--- src/rtl/scb_issue_ctrl_pip0_pkg.sv ---
// scb_pkg: shared widths, the table entry type and the allocation priority
// encoder for the pipe-0 issue controller.
//   N_CELL          number of table entries
//   W_ident         entry index width
//   W_pip           pipe tag width
//   W_PA_rx         destination register address width
//   W_state         latency countdown width
//   V_FUT0/V_FUT1   countdown values exported as structural hazard flags
package scb_pkg;

    localparam int N_CELL  = 8;
    localparam int W_ident = 4;
    localparam int W_pip   = 2;
    localparam int W_PA_rx = 5;
    localparam int W_state = 7;
    localparam int V_FUT0  = 1;
    localparam int V_FUT1  = 4;
    localparam int W_cnt   = $clog2(N_CELL + 1);

    typedef struct packed {
        logic               inused;
        logic [W_pip-1:0]   pip;
        logic [W_PA_rx-1:0] rd;
        logic [W_state-1:0] state;
    } scb_entry_t;

    // Lowest-index set bit; returns 0 when nothing is free (caller gates on that).
    function automatic logic [W_ident-1:0] find_first_free(input logic [N_CELL-1:0] free_vec);
        logic [W_ident-1:0] idx;
        idx = '0;
        for (int i = N_CELL - 1; i >= 0; i--) begin
            if (free_vec[i]) idx = W_ident'(i);
        end
        return idx;
    endfunction

endpackage

--- src/rtl/scb_issue_ctrl_pip0_slot.sv ---
// scb_slot: one scoreboard table entry.
//   clk, rst        clock, synchronous active-high reset
//   clear_i         flush: entry drops at the next edge
//   load_i          allocate this entry with pip_i/rd_i/state_i
//   match_val_i     req_state+1, one bit wider than the countdown
//   inused_o, pip_o, rd_o   registered entry fields
//   is_wb_o         entry completes this cycle
//   is_fut0_o/is_fut1_o     countdown equals V_FUT0/V_FUT1
//   match_o         countdown equals match_val_i (issue collision)
module scb_slot
    import scb_pkg::*;
(
    input  logic               clk,
    input  logic               rst,
    input  logic               clear_i,
    input  logic               load_i,
    input  logic [W_pip-1:0]   pip_i,
    input  logic [W_PA_rx-1:0] rd_i,
    input  logic [W_state-1:0] state_i,
    input  logic [W_state:0]   match_val_i,
    output logic               inused_o,
    output logic [W_pip-1:0]   pip_o,
    output logic [W_PA_rx-1:0] rd_o,
    output logic               is_wb_o,
    output logic               is_fut0_o,
    output logic               is_fut1_o,
    output logic               match_o
);

    scb_entry_t entry_q, entry_d;

    // Load is only ever asserted on a free entry, so it never races the
    // countdown/retire path of a live entry.
    always_comb begin
        entry_d = entry_q;
        if (clear_i) begin
            entry_d.inused = 1'b0;
        end else if (load_i) begin
            entry_d.inused = 1'b1;
            entry_d.pip    = pip_i;
            entry_d.rd     = rd_i;
            entry_d.state  = state_i;
        end else if (entry_q.inused) begin
            if (entry_q.state == '0) entry_d.inused = 1'b0;
            else                     entry_d.state  = entry_q.state - 1'b1;
        end
    end

    always_ff @(posedge clk) begin
        if (rst) entry_q <= '0;
        else     entry_q <= entry_d;
    end

    assign inused_o  = entry_q.inused;
    assign pip_o     = entry_q.pip;
    assign rd_o      = entry_q.rd;
    assign is_wb_o   = entry_q.inused && (entry_q.state == '0);
    assign is_fut0_o = entry_q.inused && (entry_q.state == W_state'(V_FUT0));
    assign is_fut1_o = entry_q.inused && (entry_q.state == W_state'(V_FUT1));
    assign match_o   = entry_q.inused && ({1'b0, entry_q.state} == match_val_i);

endmodule

--- src/rtl/scb_issue_ctrl_pip0.sv ---
// scb_issue_ctrl_pip0: pipe-0 issue controller and writeback scheduler.
//   clk, rst                    clock, synchronous active-high reset
//   req_valid/req_ready         issue handshake; ready is combinational on req_state
//   req_pip, req_rd_a, req_state  issue payload; writeback lands S+1 cycles after accept
//   CFI_PC_clear                flush all in-flight entries
//   wb_valid, wb_pip, wb_rd_a, wb_ident  single writeback port (zero when idle)
//   hz_fut0, hz_fut1            some entry's countdown equals V_FUT0 / V_FUT1
//   busy_count, full            table occupancy
module scb_issue_ctrl_pip0
    import scb_pkg::*;
(
    input  logic               clk,
    input  logic               rst,
    input  logic               req_valid,
    output logic               req_ready,
    input  logic [W_pip-1:0]   req_pip,
    input  logic [W_PA_rx-1:0] req_rd_a,
    input  logic [W_state-1:0] req_state,
    input  logic               CFI_PC_clear,
    output logic               wb_valid,
    output logic [W_pip-1:0]   wb_pip,
    output logic [W_PA_rx-1:0] wb_rd_a,
    output logic [W_ident-1:0] wb_ident,
    output logic               hz_fut0,
    output logic               hz_fut1,
    output logic [W_cnt-1:0]   busy_count,
    output logic               full
);

    logic [N_CELL-1:0]  inused_vec, wb_vec, fut0_vec, fut1_vec, match_vec, load_vec;
    logic [W_pip-1:0]   pip_arr [N_CELL];
    logic [W_PA_rx-1:0] rd_arr  [N_CELL];
    logic [W_state:0]   match_val;
    logic [W_ident-1:0] alloc_idx;
    logic               accept;
    logic [W_pip+W_PA_rx-1:0] best_key;

    // Widened so that req_state = all-ones maps to a value no entry can hold.
    assign match_val = {1'b0, req_state} + (W_state+1)'(1);

    assign req_ready = !rst && !CFI_PC_clear && !(&inused_vec) && !(|match_vec);
    assign accept    = req_valid && req_ready;
    assign alloc_idx = find_first_free(~inused_vec);

    for (genvar g = 0; g < N_CELL; g++) begin : g_slot
        assign load_vec[g] = accept && (alloc_idx == W_ident'(g));

        scb_slot u_slot (
            .clk         (clk),
            .rst         (rst),
            .clear_i     (CFI_PC_clear),
            .load_i      (load_vec[g]),
            .pip_i       (req_pip),
            .rd_i        (req_rd_a),
            .state_i     (req_state),
            .match_val_i (match_val),
            .inused_o    (inused_vec[g]),
            .pip_o       (pip_arr[g]),
            .rd_o        (rd_arr[g]),
            .is_wb_o     (wb_vec[g]),
            .is_fut0_o   (fut0_vec[g]),
            .is_fut1_o   (fut1_vec[g]),
            .match_o     (match_vec[g])
        );
    end

    // Normally at most one entry is at zero; if several are, the highest
    // {pip,rd} wins and the rest are lost.
    always_comb begin
        wb_valid = 1'b0;
        wb_pip   = '0;
        wb_rd_a  = '0;
        wb_ident = '0;
        best_key = '0;
        for (int i = 0; i < N_CELL; i++) begin
            if (wb_vec[i] && (!wb_valid || ({pip_arr[i], rd_arr[i]} > best_key))) begin
                wb_valid = 1'b1;
                best_key = {pip_arr[i], rd_arr[i]};
                wb_pip   = pip_arr[i];
                wb_rd_a  = rd_arr[i];
                wb_ident = W_ident'(i);
            end
        end
        // Reset drops in-flight work without completing it.
        if (rst) begin
            wb_valid = 1'b0;
            wb_pip   = '0;
            wb_rd_a  = '0;
            wb_ident = '0;
        end
    end

    always_comb begin
        busy_count = '0;
        for (int i = 0; i < N_CELL; i++) begin
            busy_count = busy_count + W_cnt'(inused_vec[i]);
        end
    end

    assign full    = (busy_count == W_cnt'(N_CELL));
    assign hz_fut0 = |fut0_vec;
    assign hz_fut1 = |fut1_vec;

endmodule

--- config.mk ---
export PLATFORM = sky130hd
export DESIGN_NAME = scb_issue_ctrl_pip0
export DESIGN_NICKNAME = d
export VERILOG_FILES = /design/src/rtl/scb_issue_ctrl_pip0_pkg.sv /design/src/rtl/scb_issue_ctrl_pip0_slot.sv /design/src/rtl/scb_issue_ctrl_pip0.sv
export SDC_FILE = /design/constraint.sdc
export NUM_CORES = 1
export LEC_CHECK = 0
export ABC_AREA = 1
export CAP_MARGIN = 20
export CELL_PAD_IN_SITES_DETAIL_PLACEMENT = 0
export CELL_PAD_IN_SITES_GLOBAL_PLACEMENT = 2
export CORE_MARGIN = 4
export CORE_UTILIZATION = 31
export DETAILED_ROUTE_END_ITERATION = 6
export PLACE_DENSITY = 0.85
export SETUP_SLACK_MARGIN = 0.05
export SLEW_MARGIN = 20
export SYNTH_ARGS = -nofsm -noshare
export SYNTH_HDL_FRONTEND = slang
export SYNTH_SLANG_ARGS = --single-unit
--- constraint.sdc ---
create_clock -name clk -period 11.25 [get_ports clk]
set_clock_uncertainty 0.15 [all_clocks]
set_input_delay 2.25 -clock clk [delete_from_list [all_inputs] [get_ports clk]]
set_output_delay 2.25 -clock clk [all_outputs]
set_load 0.005 [all_outputs]
==> run metrics <==
vias in the first global route=11.18k; max-slew violation total from the final report=0; ratio of cells with drive above 1 in the final layout=30.97%; Die X-Extent=189.0 um; cell repeated most along the worst path=buf_4; worst slew slack as a fraction of its limit=21.66%; area after detailed placement=0.01190 sq mm; origin of the critical flop-to-flop path=g_slot[0].u_slot.entry_q[1]; maximum operating frequency=78.04 MHz; total number of vias=11.47k; data required time at the worst endpoint=8.85 ns; maximum number of pins on one net before global-route repair=51; number of clock buffers inserted by TritonCTS=17; DR WL/cell=17.64 um; hold path startpoint=g_slot[0].u_slot.rd_o[0]; number of standard cells in the layout, taps in and fillers out=2295; violations in the final reports=negative setup slack; root buffer cell=clkbuf_16; endpoint of the lowest-slack register-to-register path=g_slot[2].u_slot.entry_q[2]; Syn Nets=1678; CP Data Arrival Time=10.41 ns; sequential power share=36.4%; status=finished, violations left; core area=0.03196 sq mm; number of standard cells after synthesis=1578; clock power share=50.9%; Clock Sink Count=120; number of maximum-capacitance violations=0; CP Max Fanout=8; total internal power=845.1 uW; part of the power in combinational logic=12.7%; GRT overflow=0; number of port buffers=36; Vias per Instance=4.996; full die area=0.03570 sq mm; endpoint of the worst hold-timing path=g_slot[0].u_slot.rd_o[0]; DRC violation count after routing=0; Post-Syn Area=0.01015 sq mm; number of levels in the clock H-tree=4; Total GRT Usage=21.62%; initial antenna violation count=0; flops & latches, synth=120; floorplan row count=65; share of total power consumed by net switching=28.75%; clock-pin transition on the worst setup and hold timing paths=0.07 ns; worst setup path startpoint=g_slot[0].u_slot.entry_q[5]; net switching power=341.1 uW; antenna diode count=0; synthesis warning total=0; worst vdd ir=0.1053 mV; first-pass GRT wire length=60.98 mm; setup slack, reg-to-reg=6.85 ns; count of endpoints failing hold in the final timing report=0; critical path endpoint category=output port; Setup WS post-layout=-1.564 ns; Worst Hold Path Cells=2; Fin Setup TNS=-15.30 ns; final wirelength=40.49 mm; routability cong.=0.9018; final standard cell area without fillers=0.01461 sq mm; cell count after placement=2149; worst-case reg-to-reg path depth=25; Period minus WS final=12.81 ns; starting utilization of the core area=31.76%; dominant register cell in the synthesized netlist=dfxtp_1; maximum buffer depth of the clock tree=2; remaining antenna violation count after routing=0; kind of path behind the tightest hold check=reg -> reg; number of enable flip-flop cells after synthesis=0; unique cell type count in the Yosys netlist=52; Seq/Total Area, Yosys=23.67%; count of endpoints failing setup in the final report=10; Critical Setup Path Class=reg -> out; Syn-to-layout area delta=43.91%; pwr dens=81.21 mW/mm^2; standby leakage power=6.786 nW; transition at the pin with the smallest max-transition slack=1.163 ns; later-pin clock latency in the skew report=0.43 ns; Starting DRT DRC Count=772; ports placed on the boundary=38; chip height=189.0 um; part of the cycle the worst path needs=113.9%; iteration count of the initial detailed-routing pass=7; detailed-placement wirelength estimate=26.95 mm; setup repair after global routing missed its margin=yes; Syn Area/Cell=6.433 sq um; Startpoint Class=flop; asr flop ratio synth=0%; number of nets in the layout=1947; final standard cell utilization of the core=45.70%; cell with the biggest individual delay on the critical path=dfxtp_2; largest incremental delay on the critical path=0.32 ns; CTS tree=yes
[cell usage in the layout (no fill, tap or decap), drive strengths merged, types with 25 or more instances in the layout]
| cell | Yosys | final |
|---|---|---|
| a21oi | 103 | 103 |
| nand4 | 27 | 27 |
| dfxtp | 120 | 120 |
| buf | 39 | 275 |
| nand3 | 127 | 127 |
| inv | 172 | 178 |
| ha | 78 | 78 |
| nor2 | 171 | 171 |
| o21ai | 128 | 128 |
| xor2 | 41 | 41 |
| clkdlybuf4s50 | 0 | 25 |
| nand2 | 470 | 473 |
[final cells by class]
class	instances	area [sq um]
Clock buffer	18	439.2
Clock inverter	14	182.7
Multi-Input combinational cell	1233	7968
Tap cell	435	544.3
Sequential cell	120	2406
Inverter	175	689.4
Fill cell	3191	17350
Timing Repair Buffer	300	2379
[worst max-delay path by stage]
stage | endpoint | slack [ns] | depth (start not counted)
finish | wb_rd_a[3] | -1.56 | 83
global route | wb_ident[1] | -2.19 | 83
CTS | wb_ident[1] | -1.38 | 86
detailed placement | wb_ident[1] | -1.77 | 79
global placement | wb_ident[1] | -1.41 | 79
floorplan | wb_rd_a[0] | 0.05 | 85
[cell families after synthesis]
logic type      share of synthesized area, %
other cells                          0.03694
xor+xnor                               3.969
buf+inv                                10.39
fa+ha+maj                              10.40
compound gates                         13.13
simple gates                           38.41
flops                                  23.67
[state kept, by name, summed over array words and instances (netlist names)]
register	flops
g_slot.u_slot.pip_o	16
g_slot.u_slot.inused_o	8
g_slot.u_slot.entry_q	56
g_slot.u_slot.rd_o	40
[per-layer routing]
metal	share of wire, %	track usage [%]	up-vias
met1	45	27.89	5472
met5	0	0	-
met2	48	36.92	261
met4	2.4	6.642	0
li1	-	-	5675
met3	4.5	3.724	58
[stage by stage]
step           hold WS, ns  setup WS (ns)  total power, mW
2_1_floorplan       0.2935        0.05354           0.5157
3_3_place_gp        0.3043         -1.414           0.5652
3_5_place_dp        0.3131         -1.768           0.5655
4_1_cts             0.3236         -1.382            1.185
5_1_grt             0.3530         -2.186            1.226
6_report            0.3158         -1.564            1.186
[power by group through the flow]
| stage | sequential, mW | combinational [mW] | clock, mW |
|---|---|---|---|
| 2_1_floorplan | 0.441 | 0.0751 | 0 |
| 3_3_place_gp | 0.440 | 0.125 | 0 |
| 3_5_place_dp | 0.440 | 0.125 | 0 |
| 4_1_cts | 0.431 | 0.141 | 0.612 |
| 5_1_grt | 0.432 | 0.163 | 0.631 |
| 6_report | 0.432 | 0.151 | 0.604 |
[worst max-delay path, delay by kind of cell (launching register included)]
kind | cells | cell delay, ns
flops | 1 | 0.32
buf+inv | 33 | 3.94
fa+ha+maj | 5 | 1.26
compound gates | 7 | 0.83
simple gates | 38 | 3.63
[synth_stat cells, types with 10 or more instances]
library cell / n / area (sq um)
nand2_1: 448 / 1682
inv_1: 169 / 634.4
nor2_1: 162 / 608.1
dfxtp_1: 120 / 2402
nand3_1: 119 / 595.6
o21ai_0: 107 / 535.5
a21oi_1: 96 / 480.5
ha_1: 78 / 975.9
xor2_1: 41 / 359.1
o21ai_1: 20 / 100.1
nor3_1: 18 / 90.09
nand4_1: 17 / 106.4
buf_6: 16 / 180.2
nand3b_1: 16 / 120.1
and2_1: 15 / 93.84
nand2_2: 15 / 93.84
clkbuf_1: 14 / 52.55
buf_2: 11 / 55.05
buf_4: 10 / 75.07
[repair_timing]
action,4_1_cts,5_1_grt
gates cloned,3,0
hold buffers,0,0
pin swaps,93,95
setup endpoints to repair,10,10
resized for setup,186,128
setup buffers,98,15
(Power assumes the default switching activity.)
==> patch 1, RTL diff (same settings) <==
Make the reset (`rst`) asynchronous in one clocked block. Comments in the files are not updated.
--- a/src/rtl/scb_issue_ctrl_pip0_slot.sv
+++ b/src/rtl/scb_issue_ctrl_pip0_slot.sv
@@ -46,7 +46,7 @@
         end
     end
 
-    always_ff @(posedge clk) begin
+    always_ff @(posedge clk or posedge rst) begin
         if (rst) entry_q <= '0;
         else     entry_q <= entry_d;
     end
Check against the original RTL: differs if rst is asserted again (counterexample within 4 cycles, from zero or initial values and one cycle with rst high); with rst held inactive, the same outputs for 4 cycles.
==> patch 1 against the unedited design <==
Count of clock-buffer cells in the layout fell by 1. Critical path type unchanged. Synthesized area is 7.3% higher. Worst hold slack better by 30 ps. Utilization down 2.8 points. The run still ends with negative setup slack left. Setup slack lost 170 ps. Design area grew 1.7%. Sequential cell count stayed put. Via count up 4.2%. Routed wire length fell by 0.50%.
Power is not compared: it rests on default switching activity, and its combinational part moved more than twofold at a synthesized area within 25%.
==> patch 1: results (changes against the unedited design) <==
global_routing:
  grt_max_degree: 87  # +71%
  grt_first_pass_wirelength_um: 63500  # +4.1%
  gr-usage-all-layers_pct: 20.8  # -0.84 points
  grt_pass1_vias: 11530  # +3.1%
drt:
  wl_met2_um: 18400  # -6.0%
  wirelength_um: 40300  # -0.50%
  wl_met1_um: 18400  # +1.8%
  viasPerCell: 5.09  # +1.9%
  wl_per_cell_um: 17.2  # -2.6%
  dr.pass1.iters: 5  # -2
  met3_length_um: 2290  # +25%
hold_path:
  min_from: "g_slot[5].u_slot.rd_o[0]"
  hold_path_end: "g_slot[5].u_slot.rd_o[0]"
critical_path:
  r2r-start: "g_slot[4].u_slot.inused_o"
  rrSetupSlack_ps: 7900  # +1050 ps
  r2r_cells: 10  # -60%
  slowest_stage: "dfrtp_1"
  crit_family: "simple AND/OR/NAND/NOR gates"
  r2r-end: "g_slot[7].u_slot.entry_q[6]"
logic_synthesis:
  ys_seq_area_share_pct: 27.6  # +3.9 points
  syn_nets: 1732  # +3.2%
  synthFlopType: "dfrtp_1"
  netlist_top_cells_count: "547 x nand2_1, 205 x nand3_1, 190 x inv_1"
  synth.top_cells.by_area: "dfrtp_1 28%, nand2_1 19%, nand3_1 9.4%, ha_1 9.0%, inv_1 6.5%"
  synth_cell_types: 49  # -5.8%
sta:
  layout_setup_ws_ps: -1730  # -169 ps
  setup-violations-final: 10  # unchanged
  holdWs_ps: 346  # +30.1 ps
  tightest_slew_ps: 959  # -204 ps
clock_network:
  htree_levels: 4  # unchanged
run_status:
  violations: "negative setup slack"
  outcome: "finished with violations"
place:
  dp.cells: 2230  # +3.8%
  hpwl_um: 27600  # +2.4%
layout:
  drive_gt1_share_pct: 26.0  # -5.0 points
  layout.nets: 1978  # +1.6%
patch 1: cell count changes after synthesis, sizes merged, moves of 79 or more:
cell,before,now
nand3,127,206
dfxtp,120,0
nand2,470,566
dfrtp,0,120
a21oi,103,23
nor2,171,90
patch 1: worst max path at each step:
stage / from / endpoint / slack [ps] / cells after the start
2_1_floorplan: g_slot[0].u_slot.entry_q[4] / wb_pip[0] / -110 / 88
3_3_place_gp: g_slot[0].u_slot.entry_q[4] / wb_ident[1] / -1530 / 86
3_5_place_dp: g_slot[0].u_slot.entry_q[4] / wb_rd_a[0] / -1930 / 88
4_1_cts: g_slot[0].u_slot.entry_q[1] / wb_rd_a[0] / -1580 / 91
6_report: g_slot[0].u_slot.entry_q[5] / wb_rd_a[0] / -1730 / 86
5_1_grt: g_slot[0].u_slot.entry_q[5] / wb_rd_a[0] / -2460 / 87
patch 1: final cells by class:
cell class,instances,area [um2]
clock buffers,17,425
clock inverters,14,160
fillers,3551,19800
inverters,205,800
multi-input cells,1267,7790
flip-flops and latches,120,3000
well taps,455,569
repair buffers,267,2100
patch 1: metal layers:
layer / up-vias / track usage, %
li1: 5856 / -
met1: 5630 / 28.3
met2: 372 / 34.1
met3: 84 / 3.14
met4: 0 / 6.28
met5: - / 0
patch 1: per-stage QoR:
step	cell area, um2	setup slack [ps]	TNS, ps
6_report	14900	-1730	-16320
5_1_grt	14900	-2460	-23610
4_1_cts	14400	-1580	-15070
3_5_place_dp	12900	-1930	-19020
3_3_place_gp	12900	-1530	-15160
2_1_floorplan	11200	-111	-839
patch 1: power by group:
| group | internal (mW) | switching, mW | total [mW] |
|---|---|---|---|
| registers | 0.475 | 0.0340 | 0.509 |
| logic | 0.272 | 0.357 | 0.629 |
| clock network | 0.331 | 0.242 | 0.573 |
| total | 1.08 | 0.633 | 1.71 |
patch 1: cells by family after synthesis:
family | after synthesis | share of synthesized area, %
AOI/OAI and AO/OA | 118 | 5.82
xor gates and xnor gates | 44 | 3.54
adders and majority gates | 82 | 9.69
buffers and inverters | 249 | 9.96
DFF | 120 | 27.6
other | 1 | 0.0344
and+or+nand+nor | 1018 | 43.4
patch 1: tightest hold or removal path: cells and delay by family (launching register included):
kind / cells / cell delay (ps)
AOI/OAI and AO/OA: 1 / 60
DFF: 1 / 350
and+or+nand+nor: 1 / 50
patch 1: repair_timing:
action	4_1_cts	5_1_grt
cloned	4	0
endpoints found under the setup margin	10	10
resized for setup	159	67
pin swaps	89	74
setup buffers	60	20
==> patch 2, RTL diff (config.mk and constraints unchanged) <==
Made on the original files. The package constant `W_pip` goes from 2 to 3.
--- a/src/rtl/scb_issue_ctrl_pip0_pkg.sv
+++ b/src/rtl/scb_issue_ctrl_pip0_pkg.sv
@@ -10,7 +10,7 @@
 
     localparam int N_CELL  = 8;
     localparam int W_ident = 4;
-    localparam int W_pip   = 2;
+    localparam int W_pip   = 3;
     localparam int W_PA_rx = 5;
     localparam int W_state = 7;
     localparam int V_FUT0  = 1;
Interface: changed (resized req_pip and wb_pip); port bits go from 38 to 40. No check against the original RTL was run, so the function may have changed too.
==> patch 2 against the unedited design <==
The flow still finishes with violations (negative setup slack). Count of clock-buffer cells in the layout decreased by 1. Combinational power increased by 9%. Final cell count increased by 8.6%. Design area increased by 6.7%. Non-clock buffer count increased by 22. Setup slack got worse by 440 ps. Routed wire length increased by 5.3%. Utilization decreased by 0.68 points. Total power increased by 2.3%. Sequential cell count increased by 8. Synthesized area increased by 7.6%. Critical endpoint is now wb_rd_a[1]. Largest cell class unchanged. Largest power group unchanged.
==> patch 2: results (changes against the unedited design) <==
run_status:
  outcome: "finished with violations"
  violations: "negative setup slack"
drt:
  viasPerCell: 5.04  # +0.90%
  drt_iter0_drc: 933  # +21%
  wirelength_um: 42600  # +5.3%
  met3_length_um: 1860  # +1.3%
  wl_met1_um: 19600  # +8.4%
  wl_met2_um: 20000  # +1.9%
  dr.pass1.iters: 5  # -2
place:
  place_area_um2: 13100  # +10%
  hpwl_um: 28900  # +7.3%
  gp_congestion: 0.932  # +3.4%
  place_ws_ps: -1910  # -137 ps
  io_buffer_count: 38  # +5.6%
layout:
  drive_gt1_share_pct: 28.8  # -2.2 points
  layout.nets: 2133  # +9.6%
sta:
  layout_setup_ws_ps: -2000  # -435 ps
  setup-violations-final: 11  # +1
  setup-tns-final_ps: -20740  # -5440 ps
logic_synthesis:
  synth.top_cells.by_area: "dfxtp_1 23%, nand2_1 14%, ha_1 9.7%, nand3_1 9.1%, inv_1 7.7%"
  ys_seq_area_share_pct: 23.5  # -0.21 points
  netlist_top_cells_count: "399 x nand2_1, 224 x inv_1, 198 x nand3_1"
  synth_cell_types: 51  # -1.9%
power:
  p_seq_share_pct: 37.9  # +1.5 points
  leakagePower_nw: 7.38  # +8.7%
  sw_frac_of_total_pct: 30.0  # +1.3 points
  ir_drop_mv: 0.0988  # -6.2%
global_routing:
  grt_pass1_vias: 12351  # +10%
  grt_max_degree: 72  # +41%
  grt_first_pass_wirelength_um: 66300  # +8.7%
  gr-usage-all-layers_pct: 21.6  # about the same
[patch 2: changes by cell type in the layout (fill, tap and decap cells not counted), sizes merged, moves of 6 or more]
cell and delta:
nand3 +72, inv +57, nand2 -49, nand4 +35
buf +20, and2 +11, dfxtp +8, a21oi +7
ha +7, nand3b -6
[patch 2: power groups by stage]
| stage | combinational [mW] | sequential, mW | clock (mW) |
|---|---|---|---|
| detailed placement | 0.151 | 0.469 | 0 |
| global placement | 0.149 | 0.469 | 0 |
| finish | 0.165 | 0.459 | 0.588 |
| floorplan | 0.0908 | 0.470 | 0 |
| global route | 0.181 | 0.460 | 0.616 |
| CTS | 0.158 | 0.459 | 0.597 |
[patch 2: routing by layer]
metal	up-vias	global-route usage [%]
met5	-	0
met4	0	7.19
met3	68	3.64
met2	278	36.5
met1	5913	28.1
li1	6303	-
[patch 2: cell families after synthesis]
group | Yosys count | synth area share (%)
AO/OA/AOI/OAI | 262 | 12.5
XOR/XNOR | 47 | 3.77
adder cells (fa/ha/maj) | 89 | 10.5
buffers and inverters | 295 | 11.1
flip-flops | 128 | 23.5
other | 1 | 0.0343
AND/OR/NAND/NOR | 922 | 38.7
[patch 2: worst paths after layout]
check | slack, ps | start | cells past startpoint | to
max | -2000 | g_slot[0].u_slot.entry_q[1] | 91 | wb_rd_a[1]
min | 300 | g_slot[0].u_slot.pip_o[1] | 2 | g_slot[0].u_slot.pip_o[1]
max reg2reg | 7470 | g_slot[4].u_slot.inused_o | 10 | g_slot[4].u_slot.entry_q[1]
min reg2reg | 300 | g_slot[0].u_slot.pip_o[1] | 2 | g_slot[0].u_slot.pip_o[1]
[patch 2: metrics by stage]
step,std cells,hold slack [ps]
floorplan,1744,274
global placement,2356,286
detailed placement,2356,288
CTS,2481,303
global route,2492,331
finish,2492,301
[patch 2: critical path, delay by kind of cell (launching register included)]
kind / cells / cell delay (ps)
AND/OR/NAND/NOR: 43 / 3730
buffers and inverters: 27 / 3010
flip-flops: 1 / 330
adder cells (fa/ha/maj): 7 / 1780
AO/OA/AOI/OAI: 14 / 1510
[patch 2: cell type report]
| cell class | instances | area, um2 |
|---|---|---|
| clock buffer | 17 | 425 |
| inverter | 229 | 893 |
| clock inverter | 14 | 168 |
| sequential | 128 | 2560 |
| tap | 455 | 569 |
| fill | 3423 | 19000 |
| timing repair buffer | 322 | 2550 |
| timing repair inverter | 2 | 11.3 |
| multi-input combinational | 1325 | 8410 |
[patch 2: repair_timing]
action	4_1_cts	5_1_grt
gates resized for setup	207	99
hold endpoints to repair	0	0
gates cloned	6	0
pin swaps	98	70
setup endpoints to repair	11	11
setup buffers	88	11
